### config.mk
export PLATFORM = sky130hd
export DESIGN_NAME = sbox_share_sched
export DESIGN_NICKNAME = d
export VERILOG_FILES = /design/src/rtl/sbox_share_sched.sv
export SDC_FILE = /design/constraint.sdc
export NUM_CORES = 1
export LEC_CHECK = 0
export BUFFER_PORTS_ARGS = -buffer_cell sky130_fd_sc_hd__clkbuf_2
export CAP_MARGIN = 20
export CELL_PAD_IN_SITES_DETAIL_PLACEMENT = 1
export CELL_PAD_IN_SITES_GLOBAL_PLACEMENT = 2
export CORE_ASPECT_RATIO = 2
export CORE_MARGIN = 4
export CORE_UTILIZATION = 36
export DETAILED_ROUTE_END_ITERATION = 10
export PLACE_DENSITY = 0.79
export SLEW_MARGIN = 25
export SYNTH_ARGS = -nofsm -noshare
export SYNTH_HDL_FRONTEND = slang
export SYNTH_SLANG_ARGS = --single-unit
### constraint.sdc
create_clock -name clk_i -period 3.99 [get_ports clk_i]
set_input_delay 0.399 -clock clk_i [delete_from_list [all_inputs] [get_ports clk_i]]
set_output_delay 0.399 -clock clk_i [all_outputs]
set_load 0.05 [all_outputs]
### src/rtl/sbox_share_sched.sv
// sbox_share_sched
//   Shares one fixed-latency, non-stallable S-box datapath among NUM_REQ
//   requesters. A round-robin arbiter grants at most one request per cycle.
//   A {valid, id} shift pipe tracks each issued word through the datapath.
//   Results land in a response FIFO and leave it under consumer backpressure.
//   A credit counter (FIFO occupancy + words in flight) blocks issue whenever
//   a result could arrive with no free FIFO slot.
//
// Ports
//   clk_i, rst_ni   clock (rising edge) and asynchronous active-low reset
//   req_valid_i     per-requester request valid
//   req_data_i      request words, requester k at [k*WIDTH +: WIDTH]
//   req_ready_o     one-hot accept, at most one bit set per cycle
//   sbox_valid_o    word issued to the shared datapath this cycle
//   sbox_data_o     word to the datapath (0 when nothing is issued)
//   sbox_data_i     datapath result, valid LATENCY cycles after issue
//   rsp_valid_o     response FIFO head valid
//   rsp_id_o        requester index of the head response
//   rsp_data_o      head result word
//   rsp_ready_i     consumer accepts the head
//
// Handshake semantics (both the request side and the response side):
//   A transfer happens in exactly the cycles where valid & ready are both
//   high. Once the source raises valid, it holds valid and data stable until
//   the transfer. Ready never depends on the data bus. Here req_ready_o may
//   depend on req_valid_i and on rsp_ready_i, through the same-cycle credit
//   release.
module sbox_share_sched #(
  parameter int NUM_REQ    = 4,
  parameter int WIDTH      = 4,
  parameter int LATENCY    = 2,
  parameter int FIFO_DEPTH = 4,
  parameter int ID_W       = $clog2(NUM_REQ)
) (
  input  logic                     clk_i,
  input  logic                     rst_ni,
  input  logic [NUM_REQ-1:0]       req_valid_i,
  input  logic [NUM_REQ*WIDTH-1:0] req_data_i,
  output logic [NUM_REQ-1:0]       req_ready_o,
  output logic                     sbox_valid_o,
  output logic [WIDTH-1:0]         sbox_data_o,
  input  logic [WIDTH-1:0]         sbox_data_i,
  output logic                     rsp_valid_o,
  output logic [ID_W-1:0]          rsp_id_o,
  output logic [WIDTH-1:0]         rsp_data_o,
  input  logic                     rsp_ready_i
);

  localparam int PTR_W = (FIFO_DEPTH > 1) ? $clog2(FIFO_DEPTH) : 1;
  localparam int CNT_W = $clog2(FIFO_DEPTH + 1);
  localparam int OUT_W = $clog2(FIFO_DEPTH + LATENCY + 1);

  // Arbitration state
  logic [ID_W-1:0]  rr_ptr;
  logic             grant_found;
  logic [ID_W-1:0]  grant_idx;
  logic [ID_W-1:0]  cand_idx;
  int               cand;
  logic             issue;

  // Issue pipe: entry s describes the word issued s+1 cycles ago
  logic [LATENCY-1:0] pipe_valid;
  logic [ID_W-1:0]    pipe_id [LATENCY];

  // Response FIFO
  logic [ID_W-1:0]  fifo_id   [FIFO_DEPTH];
  logic [WIDTH-1:0] fifo_data [FIFO_DEPTH];
  logic [PTR_W-1:0] wr_ptr;
  logic [PTR_W-1:0] rd_ptr;
  logic [CNT_W-1:0] count;
  logic             fifo_empty;
  logic             fifo_full;
  logic             push;
  logic             pop;

  // Credit accounting
  logic [OUT_W-1:0] pipe_cnt;
  logic [OUT_W-1:0] outstanding;
  logic             credit_ok;

  function automatic logic [PTR_W-1:0] ptr_inc(input logic [PTR_W-1:0] p);
    return (p == PTR_W'(FIFO_DEPTH - 1)) ? '0 : p + 1'b1;
  endfunction

  assign fifo_empty = (count == '0);
  assign fifo_full  = (count == CNT_W'(FIFO_DEPTH));
  assign push       = pipe_valid[LATENCY-1];
  assign pop        = rsp_valid_o & rsp_ready_i;

  // Every word in flight already owns a FIFO slot. A pop this cycle frees
  // its slot early enough to back a new issue in the same cycle.
  always_comb begin
    pipe_cnt = '0;
    for (int s = 0; s < LATENCY; s++) begin
      pipe_cnt = pipe_cnt + OUT_W'(pipe_valid[s]);
    end
    outstanding = OUT_W'(count) + pipe_cnt;
    credit_ok   = (outstanding - OUT_W'(pop)) < OUT_W'(FIFO_DEPTH);
  end

  // Round-robin search: the first asserted valid at or after rr_ptr wins.
  always_comb begin
    grant_found = 1'b0;
    grant_idx   = '0;
    cand        = 0;
    cand_idx    = '0;
    for (int i = 0; i < NUM_REQ; i++) begin
      cand     = (int'(rr_ptr) + i) % NUM_REQ;
      cand_idx = cand[ID_W-1:0];
      if (!grant_found && req_valid_i[cand_idx]) begin
        grant_found = 1'b1;
        grant_idx   = cand_idx;
      end
    end
  end

  // Reset also gates issue, so no accept is offered while rst_ni is low.
  assign issue = grant_found & credit_ok & rst_ni;

  always_comb begin
    req_ready_o = '0;
    for (int k = 0; k < NUM_REQ; k++) begin
      req_ready_o[k] = issue && (grant_idx == ID_W'(k));
    end
    sbox_valid_o = issue;
    sbox_data_o  = issue ? req_data_i[int'(grant_idx)*WIDTH +: WIDTH] : '0;
  end

  // The head is forced to zero when the FIFO is empty.
  // The storage array has no reset, so this hides its stale contents.
  assign rsp_valid_o = !fifo_empty;
  assign rsp_id_o    = fifo_empty ? '0 : fifo_id[rd_ptr];
  assign rsp_data_o  = fifo_empty ? '0 : fifo_data[rd_ptr];

  always_ff @(posedge clk_i or negedge rst_ni) begin
    if (!rst_ni) begin
      rr_ptr     <= '0;
      pipe_valid <= '0;
      for (int s = 0; s < LATENCY; s++) begin
        pipe_id[s] <= '0;
      end
      wr_ptr <= '0;
      rd_ptr <= '0;
      count  <= '0;
    end else begin
      if (issue) begin
        rr_ptr <= (grant_idx == ID_W'(NUM_REQ - 1)) ? '0 : grant_idx + 1'b1;
      end

      // The datapath cannot stall, so the tag pipe shifts every cycle.
      pipe_valid[0] <= issue;
      pipe_id[0]    <= grant_idx;
      for (int s = 1; s < LATENCY; s++) begin
        pipe_valid[s] <= pipe_valid[s-1];
        pipe_id[s]    <= pipe_id[s-1];
      end

      if (push) wr_ptr <= ptr_inc(wr_ptr);
      if (pop)  rd_ptr <= ptr_inc(rd_ptr);
      case ({push, pop})
        2'b10:   count <= count + 1'b1;
        2'b01:   count <= count - 1'b1;
        default: count <= count;
      endcase
    end
  end

  always_ff @(posedge clk_i) begin
    if (push) begin
      fifo_id[wr_ptr]   <= pipe_id[LATENCY-1];
      fifo_data[wr_ptr] <= sbox_data_i;
    end
  end

  // Credit accounting must make an overflowing push impossible.
  assert property (@(posedge clk_i) disable iff (!rst_ni)
                   !(push && fifo_full && !pop));

endmodule

==> flow_summary.json, run 1 <==
{
  "status": "finished, final reports clean",
  "avgSynthCellArea_um2": 14.5,
  "antenna_found_initial": 0,
  "syn-instance-count": 132,
  "finalHoldViolations": 0,
  "postRouteAntennaNets": 0,
  "die_w_um": 59.6,
  "yosys.area_share.xor_xnor_pct": 2.29,
  "final_common_cell": "clkbuf_2",
  "synthAdderAreaFrac_pct": 8.88,
  "path_clk_slew_ns": 0.08,
  "dr_total_vias": 1191,
  "core_area_mm2": 0.00514,
  "fp-row-count": 37,
  "clock_latency_ns": 0.29,
  "required_ns": 3.59,
  "drt-total-wl_um": 3660,
  "synth_compound_area_share_pct": 4.31,
  "fmax_mhz": 270,
  "crit_arrival_ns": 3.30,
  "hpwl_um": 3070,
  "yosys_register_bits": 39,
  "worst_pin_slew_ns": 0.665,
  "nFillCells": 539,
  "slew_headroom_pct": 55.6,
  "clock-sinks": 39,
  "hold_path_class": "primary input to async pin",
  "wl_per_cell_um": 15.6,
  "syn_nets": 172,
  "cts_repair_resize_count": 0,
  "ctsHoldBuffers": 0,
  "routed-wl-met3_um": 211,
  "maxCapViolCount": 0,
  "highest_layer": "met4",
  "drv_slew": 0,
  "crit_type": "register to output port",
  "cts_max_level": 2,
  "clk_path_buf_depth": 2,
  "finalSetupViolations": 0,
  "grt_pass1_wl_um": 6210,
  "power_uw": 1960,
  "pwr_density_cell_mw_per_mm2": 862,
  "cp_max_fo": 12,
  "setup_ws_ns": 0.291,
  "postCtsSetupRepairBufs": 0,
  "insertedDiodeCount": 0,
  "worst_setup_path_start_kind": "register",
  "peakVddDrop_uv": 595,
  "crit_chain": "or3_1 -> nand2_1 -> inv_1 -> ha_1 -> inv_1 -> ha_1 -> a21o_1 -> a21oi_1 -> xnor2_1 -> nor2_1 -> buf_4 -> and2_1 -> clkbuf_2",
  "synth_warnings": 0,
  "cts_tree": "done",
  "leakagePower_uw": 0.000987,
  "place_congestion": 0.756,
  "stdcell_count": 235,
  "synthMuxAreaShare_pct": 14.0,
  "wl_met2_um": 2190,
  "synth_top_family_by_area": "multiplexers",
  "track_usage_pct": 12.7,
  "nNetsFinal": 216,
  "critPathMaxStageDelay_ns": 0.52,
  "period_share_pct": 92.7,
  "critPathCaptureType": "output port",
  "portBuffers": 42,
  "place_inst": 227,
  "synth-simple-area-share_pct": 8.88,
  "drc_errors": 0,
  "syn_to_final_growth_pct": 18.8,
  "start_util_pct": 37.3,
  "slowest_stage": "or3_1",
  "routedLengthMet1_um": 1150,
  "grt_pass1_vias": 1342,
  "clock-skew-final_ns": 0.00992,
  "die_area_mm2": 0.00662,
  "cts_root_buf": "clkbuf_8",
  "layout_min_cycle_time_ns": 3.70,
  "finalSetupTns_ns": 0,
  "place_ws_ns": 0.575,
  "rsz0062_at_grt": "false",
  "ios": 43,
  "yosysUniqueCellTypes": 25,
  "layout_common_cells": "clkbuf_2, edfxtp_1, and2_1, dfrtp_1, ha_1",
  "synth_area_mm2": 0.00192,
  "drive_gt1_share_pct": 36.7,
  "cts_buffers": 5,
  "die_y_um": 111,
  "first_iter_violations": 27,
  "grt_max_degree": 17,
  "viasPerCell": 5.07,
  "holdWs_ns": 0.0212,
  "ys_seq_area_share_pct": 57.2,
  "grt_overflow": 0,
  "dr.pass1.iters": 3
}
==> synthesized netlist by cell type, drive strengths merged <==
cell,n,area [um^2]
edfxtp,24,721
nor2,3,11.3
xnor2,5,43.8
nand2,6,22.5
nor3,1,5.00
clkinvlp,1,5.00
and2,18,113
a211oi,1,12.5
o22ai,1,6.26
nand2b,1,6.26
mux2i,1,10.0
a221o,1,10.0
ha,12,150
clkbuf,4,15.0
dfrtp,15,375
inv,11,41.3
a21oi,2,10.0
mux4,10,225
a21o,2,15.0
o41ai,1,8.76
mux2,3,33.8
fa,1,20.0
o21ai,4,20.0
buf,2,22.5
or3,2,12.5
==> stage by stage <==
step,utilization [%],cell area [um^2]
after detailed placement,42.2,2170
after floorplan,-,1920
final,44.3,2280
after CTS,44.3,2280
after global placement,42.2,2170
after global routing,44.3,2280
==> flip-flops by register name, summed over array words and instances, names as in the netlist <==
register,cells
fifo_data,16
pipe_id,4
pipe_valid,2
count,3
fifo_id,8
rd_ptr,2
rr_ptr,2
wr_ptr,2
==> worst max-delay path, delay by kind of cell, from the launching register on <==
kind / cells / cell delay (ns)
AOI/OAI and AO/OA: 2 / 0.33
and+or+nand+nor: 4 / 0.94
adders and majority gates: 2 / 0.62
DFF: 1 / 0.43
buffers and inverters: 4 / 0.59
xor gates and xnor gates: 1 / 0.09
==> final timing paths <==
check | slack (ns) | end | depth (start not counted) | from
min | 0.02 | pipe_valid[0]$_DFF_PN0_ | 1 | rst_ni
max in group asynchronous | 3.68 | rd_ptr[1]$_DFFE_PN0P_ | 1 | rst_ni
min in group clk_i | 0.33 | fifo_data[0][1]$_DFFE_PP_ | 1 | sbox_data_i[1]
max reg2reg | 0.96 | rr_ptr[0]$_DFFE_PN0P_ | 12 | count[0]$_DFFE_PN0N_
max | 0.29 | sbox_data_o[1] | 13 | count[0]$_DFFE_PN0N_
min reg2reg | 0.35 | pipe_id[0]$_DFF_PN0_ | 0 | pipe_id[2]$_DFF_PN0_
==> power by group <==
part	leakage (uW)	switching, uW	internal, uW	total, uW
combinational	0.000531	626	359	985
sequential	0.000400	110	552	662
clock	0.0000556	132	183	315
total	0.000987	867	1090	1960
==> per-layer routing <==
metal  GRT usage [%]  vias to the layer above
met5               0                        -
met4            7.10                        0
met3            2.91                        9
met2            24.8                       47
met1            10.5                      585
li1                -                      550
==> cell type report <==
type / count / area (um^2) / share of cell area [%]
Timing Repair Buffer: 43 / 218 / 9.57
Clock buffer: 5 / 68.8 / 3.02
Sequential cell: 39 / 1100 / 48.2
Clock inverter: 3 / 38.8 / 1.70
Inverter: 12 / 46.3 / 2.03
Tap cell: 58 / 72.6 / 3.19
Multi-Input combinational cell: 75 / 736 / 32.3
==> kinds of logic after synthesis <==
group,count (synthesis)
AO/OA/AOI/OAI,12
XOR/XNOR,5
adder cells (fa/ha/maj),13
buffers and inverters,18
flip-flops,39
multiplexers,14
AND/OR/NAND/NOR,31
No activity file was read; power rests on OpenSTA's default activity.
==> inputs of run 2 (changes only) <==
Settings changed: PLACE_DENSITY 0.79 to 0.86.
==> run 2 against run 1 <==
Sequential power grew 0.6%. Sequential share of layout area decreased by 0.11 points. Register-to-register slack worse by 0.09 ns. Fmax shrank 2.1%. First-iteration DRC count is 30% lower. Clock-buffer cell count is the same. Critical path type unchanged. Critical endpoint unchanged. Largest power group unchanged.
==> flow_summary.json, run 2 (synthesis gave the netlist of run 1 again) <==
{
  "largest_reg_flops": 16,
  "hpwl_um": 3440,
  "die_y_um": 111,
  "clock-skew-final_ns": 0.00696,
  "start_util_pct": 37.3,
  "die_w_um": 59.6,
  "critPathCaptureType": "output port",
  "core_area_mm2": 0.00514,
  "track_usage_pct": 14.4,
  "slew_headroom_pct": 57.9,
  "ios": 43,
  "drive_gt1_share_pct": 37.5,
  "cts_root_buf": "clkbuf_8",
  "postCtsSetupRepairBufs": 0,
  "cts_buffers": 5,
  "portBuffers": 42,
  "period_share_pct": 94.7,
  "finalHoldViolations": 0,
  "hold_path_class": "primary input to async pin",
  "seq_area_mm2": 0.00110,
  "crit_arrival_ns": 3.38,
  "clock-sinks": 39,
  "pwr_density_cell_mw_per_mm2": 877,
  "wl_per_cell_um": 18.0,
  "nNetsFinal": 215,
  "grt_pass1_wl_um": 6960,
  "worst_setup_path_start_kind": "register",
  "worst_pin_slew_ns": 0.623,
  "cts_max_level": 2,
  "place_congestion": 0.757,
  "dr.pass1.iters": 4,
  "reg_top3": "fifo_data (16), fifo_id (8), pipe_id (4)",
  "multiInputGateArea_um2": 743,
  "cts_tree": "done",
  "peakVddDrop_uv": 581,
  "fmax_mhz": 265,
  "die_area_mm2": 0.00662,
  "leakagePower_uw": 0.000986,
  "rsz0062_at_grt": "false",
  "finalSetupTns_ns": 0,
  "ctsHoldBuffers": 0,
  "drt-total-wl_um": 4220,
  "maxCapViolCount": 0,
  "drc_errors": 0,
  "status": "finished, final reports clean",
  "insertedDiodeCount": 0,
  "viasPerCell": 5.18,
  "top_register": "fifo_data",
  "clk_path_buf_depth": 2,
  "syn_to_final_growth_pct": 19.1,
  "crit_type": "register to output port",
  "layout_min_cycle_time_ns": 3.78,
  "power_uw": 2000,
  "drv_slew": 0,
  "grt_overflow": 0,
  "final_util_pct": 44.4,
  "grt_max_degree": 17,
  "postRouteAntennaNets": 0,
  "clock_latency_ns": 0.29,
  "grt_pass1_vias": 1459,
  "holdWs_ns": 0.0317,
  "antenna_found_initial": 0,
  "cp_max_fo": 12,
  "final_common_cell": "clkbuf_2",
  "required_ns": 3.59,
  "layout_common_cells": "clkbuf_2, edfxtp_1, and2_1, dfrtp_1, ha_1",
  "path_clk_slew_ns": 0.08,
  "first_iter_violations": 19,
  "nFillCells": 540,
  "dr_total_vias": 1212,
  "reg2reg_depth": 11,
  "finalSetupViolations": 0,
  "fp-row-count": 37
}
run 2: cell count changes in the layout (fill, tap and decap cells not counted), sizes merged:
cell and change:
clkbuf -1
run 2: power by group:
group | internal (uW) | switching (uW)
registers | 552 | 114
clock network | 186 | 139
logic | 355 | 653
total | 1090 | 906
run 2: layout make-up:
class	count	area share [%]
clock buffers	5	3.02
inverters	12	2.03
multi-input cells	75	32.6
repair buffers	42	9.22
well taps	58	3.18
clock inverters	3	1.92
flip-flops and latches	39	48.1
run 2: worst paths after layout:
kind                                            from                         to  slack [ns]
worst max-delay path            count[0]$_DFFE_PN0N_             sbox_data_o[1]        0.21
worst min-delay path                          rst_ni       pipe_id[0]$_DFF_PN0_        0.03
worst max register to register  count[0]$_DFFE_PN0N_      rr_ptr[1]$_DFFE_PN0P_        0.87
worst min register to register  pipe_id[2]$_DFF_PN0_       pipe_id[0]$_DFF_PN0_        0.35
max in group asynchronous                     rst_ni      rr_ptr[0]$_DFFE_PN0P_        3.66
min in group clk_i                    sbox_data_i[0]  fifo_data[2][0]$_DFFE_PP_        0.33
run 2: critical path, stage by stage, from the launching register on:
cell,delay [ns]
dfrtp_1,0.43
or3_1,0.51
nand2_1,0.19
inv_1,0.06
ha_1,0.34
inv_1,0.08
ha_1,0.28
a21o_1,0.18
a21oi_1,0.20
xnor2_1,0.15
nor2_4,0.23
and2_1,0.17
clkbuf_2,0.27
run 2: per-layer routing:
layer | global-route usage, % | part of all wire, % | wire length [um]
met5 | 0 | 0 | 0
met4 | 7.10 | 3.1 | 130
met3 | 3.96 | 5.2 | 218
met2 | 26.8 | 62 | 2600
met1 | 13.2 | 30 | 1260
run 2: what timing repair did:
| item | 4_1_cts | 5_1_grt |
|---|---|---|
| resized for setup | 1 | 2 |
| setup endpoints to repair | 9 | 9 |
| gates cloned | 0 | 0 |
run 2: through the flow:
stage / worst slack (ns) / cell area (um^2) / instances
5_1_grt: 0.000430 / 2280 / 234
6_report: 0.210 / 2280 / 234
3_5_place_dp: 0.187 / 2160 / 226
3_3_place_gp: 0.451 / 2160 / 226
2_1_floorplan: 0.193 / 1920 / 132
4_1_cts: 0.0473 / 2280 / 234
==> inputs of run 3 (changes only) <==
Settings changed: CORE_UTILIZATION 36 to 25, PLACE_DENSITY 0.86 to 0.65.
==> run 3 against run 2 <==
Routed wire length is 10% lower. Largest power group unchanged. Power increased by 4.5%. Final area grew 4.3%. Setup slack better by 0.20 ns. Global-route usage decreased by 5.6 points. Fmax grew 5.6%. Clock skew is 0.0036 ns lower.
==> flow_summary.json, run 3 (synthesis gave the netlist of run 1 again) <==
{
  "clock-skew-final_ns": 0.00333,
  "drc_errors": 0,
  "die_w_um": 69.9,
  "crit_arrival_ns": 3.18,
  "cts_tree": "done",
  "critPathMaxStageDelay_ns": 0.49,
  "final_common_cell": "clkbuf_2",
  "place_ws_ns": 0.672,
  "cts_max_level": 2,
  "path_clk_slew_ns": 0.06,
  "start_util_pct": 26.0,
  "power_uw": 2090,
  "hpwl_um": 3150,
  "postRouteAntennaNets": 0,
  "cts_repair_resize_count": 0,
  "fmax_mhz": 279,
  "crit_chain": "or3_1 -> nand2_1 -> inv_1 -> ha_1 -> inv_1 -> ha_1 -> a21o_1 -> a21oi_1 -> xnor2_1 -> nor2_1 -> buf_4 -> and2_1 -> clkbuf_2",
  "ctsHoldBuffers": 0,
  "drv_slew": 0,
  "crit_type": "register to output port",
  "fp-row-count": 44,
  "finalSetupTns_ns": 0,
  "wl_per_cell_um": 14.1,
  "r2r_start": "count[0]$_DFFE_PN0N_",
  "required_ns": 3.59,
  "top_register": "fifo_data",
  "dr.pass1.iters": 2,
  "status": "finished, final reports clean",
  "cp_max_fo": 12,
  "finalHoldViolations": 0,
  "grt_overflow": 0,
  "postCtsSetupRepairBufs": 0,
  "holdWs_ns": 0.0468,
  "core_area_mm2": 0.00738,
  "worst_setup_path_start_kind": "register",
  "nFillCells": 848,
  "clk_path_buf_depth": 2,
  "nNetsFinal": 216,
  "hold_path_class": "primary input to async pin",
  "grt_pass1_vias": 1348,
  "antenna_found_initial": 0,
  "rsz0062_at_grt": "false",
  "layout_min_cycle_time_ns": 3.58,
  "setup_ws_ns": 0.410,
  "track_usage_pct": 8.83,
  "peakVddDrop_uv": 499,
  "die_area_mm2": 0.00921,
  "worst_pin_slew_ns": 0.660,
  "portBuffers": 42,
  "crit_start": "count[0]$_DFFE_PN0N_",
  "grt_max_degree": 17,
  "largest_reg_flops": 16,
  "layout_common_cells": "clkbuf_2, edfxtp_1, and2_1, dfrtp_1, ha_1",
  "syn_to_final_growth_pct": 24.2,
  "period_share_pct": 89.7,
  "critPathCaptureType": "output port",
  "die_y_um": 132,
  "ios": 43,
  "place_congestion": 0.739,
  "clock_latency_ns": 0.28,
  "clock-sinks": 39,
  "reg_top3": "fifo_data (16), fifo_id (8), pipe_id (4)",
  "grt_pass1_wl_um": 6400,
  "first_iter_violations": 50,
  "slowest_stage": "or3_1",
  "viasPerCell": 4.36,
  "leakagePower_uw": 0.00101,
  "drive_gt1_share_pct": 37.3,
  "insertedDiodeCount": 0,
  "dr_total_vias": 1172,
  "pwr_density_cell_mw_per_mm2": 878,
  "cts_root_buf": "clkbuf_16",
  "cts_buffers": 5,
  "slew_headroom_pct": 55.9,
  "drt-total-wl_um": 3790,
  "finalSetupViolations": 0,
  "maxCapViolCount": 0
}
run 3: changes by cell type in the layout (fill, tap and decap cells not counted), sizes merged:
cell	previous run	this run
clkbuf	46	47
run 3: final timing paths:
path / end / slack, ns / depth (start not counted)
min in group clk_i: fifo_data[1][2]$_DFFE_PP_ / 0.35 / 1
max reg2reg: rr_ptr[1]$_DFFE_PN0P_ / 1.05 / 12
min reg2reg: pipe_id[0]$_DFF_PN0_ / 0.35 / 0
min: count[1]$_DFFE_PN0N_ / 0.05 / 1
max in group asynchronous: pipe_id[3]$_DFF_PN0_ / 3.65 / 1
max: req_ready_o[3] / 0.41 / 13
run 3: power breakdown:
part | switching (uW) | leakage, uW | total (uW) | internal (uW)
sequential | 110 | 0.000400 | 663 | 553
combinational | 626 | 0.000531 | 985 | 359
clock | 148 | 0.0000838 | 442 | 294
run 3: layer usage:
metal / vias up / GRT usage, % / share of wire [%]
met5: - / 0 / 0
met4: 0 / 3.52 / 1.7
met3: 6 / 2.29 / 6.7
met2: 48 / 17.2 / 58
met1: 563 / 8.43 / 33
li1: 555 / - / -
run 3: area by class of cell:
cell class / instances / area (um^2) / area share, %
Timing Repair Buffer: 43 / 218 / 9.15
Sequential cell: 39 / 1100 / 46.1
Clock inverter: 3 / 43.8 / 1.84
Clock buffer: 5 / 125 / 5.26
Tap cell: 92 / 115 / 4.84
Inverter: 12 / 46.3 / 1.95
Multi-Input combinational cell: 75 / 736 / 30.9
run 3: worst max-delay path, delay by kind of cell, from the launching register on:
family          cells  cell delay [ns]
simple gates        4             0.87
xor+xnor            1             0.14
flops               1             0.41
fa+ha+maj           2             0.61
compound gates      2             0.33
buf+inv             4             0.54
run 3: metrics by stage:
stage / util [%] / cells / cell area [um^2]
floorplan: - / 132 / 1920
global placement: 30.0 / 261 / 2210
detailed placement: 30.0 / 261 / 2210
CTS: 32.3 / 269 / 2380
global route: 32.3 / 269 / 2380
finish: 32.3 / 269 / 2380
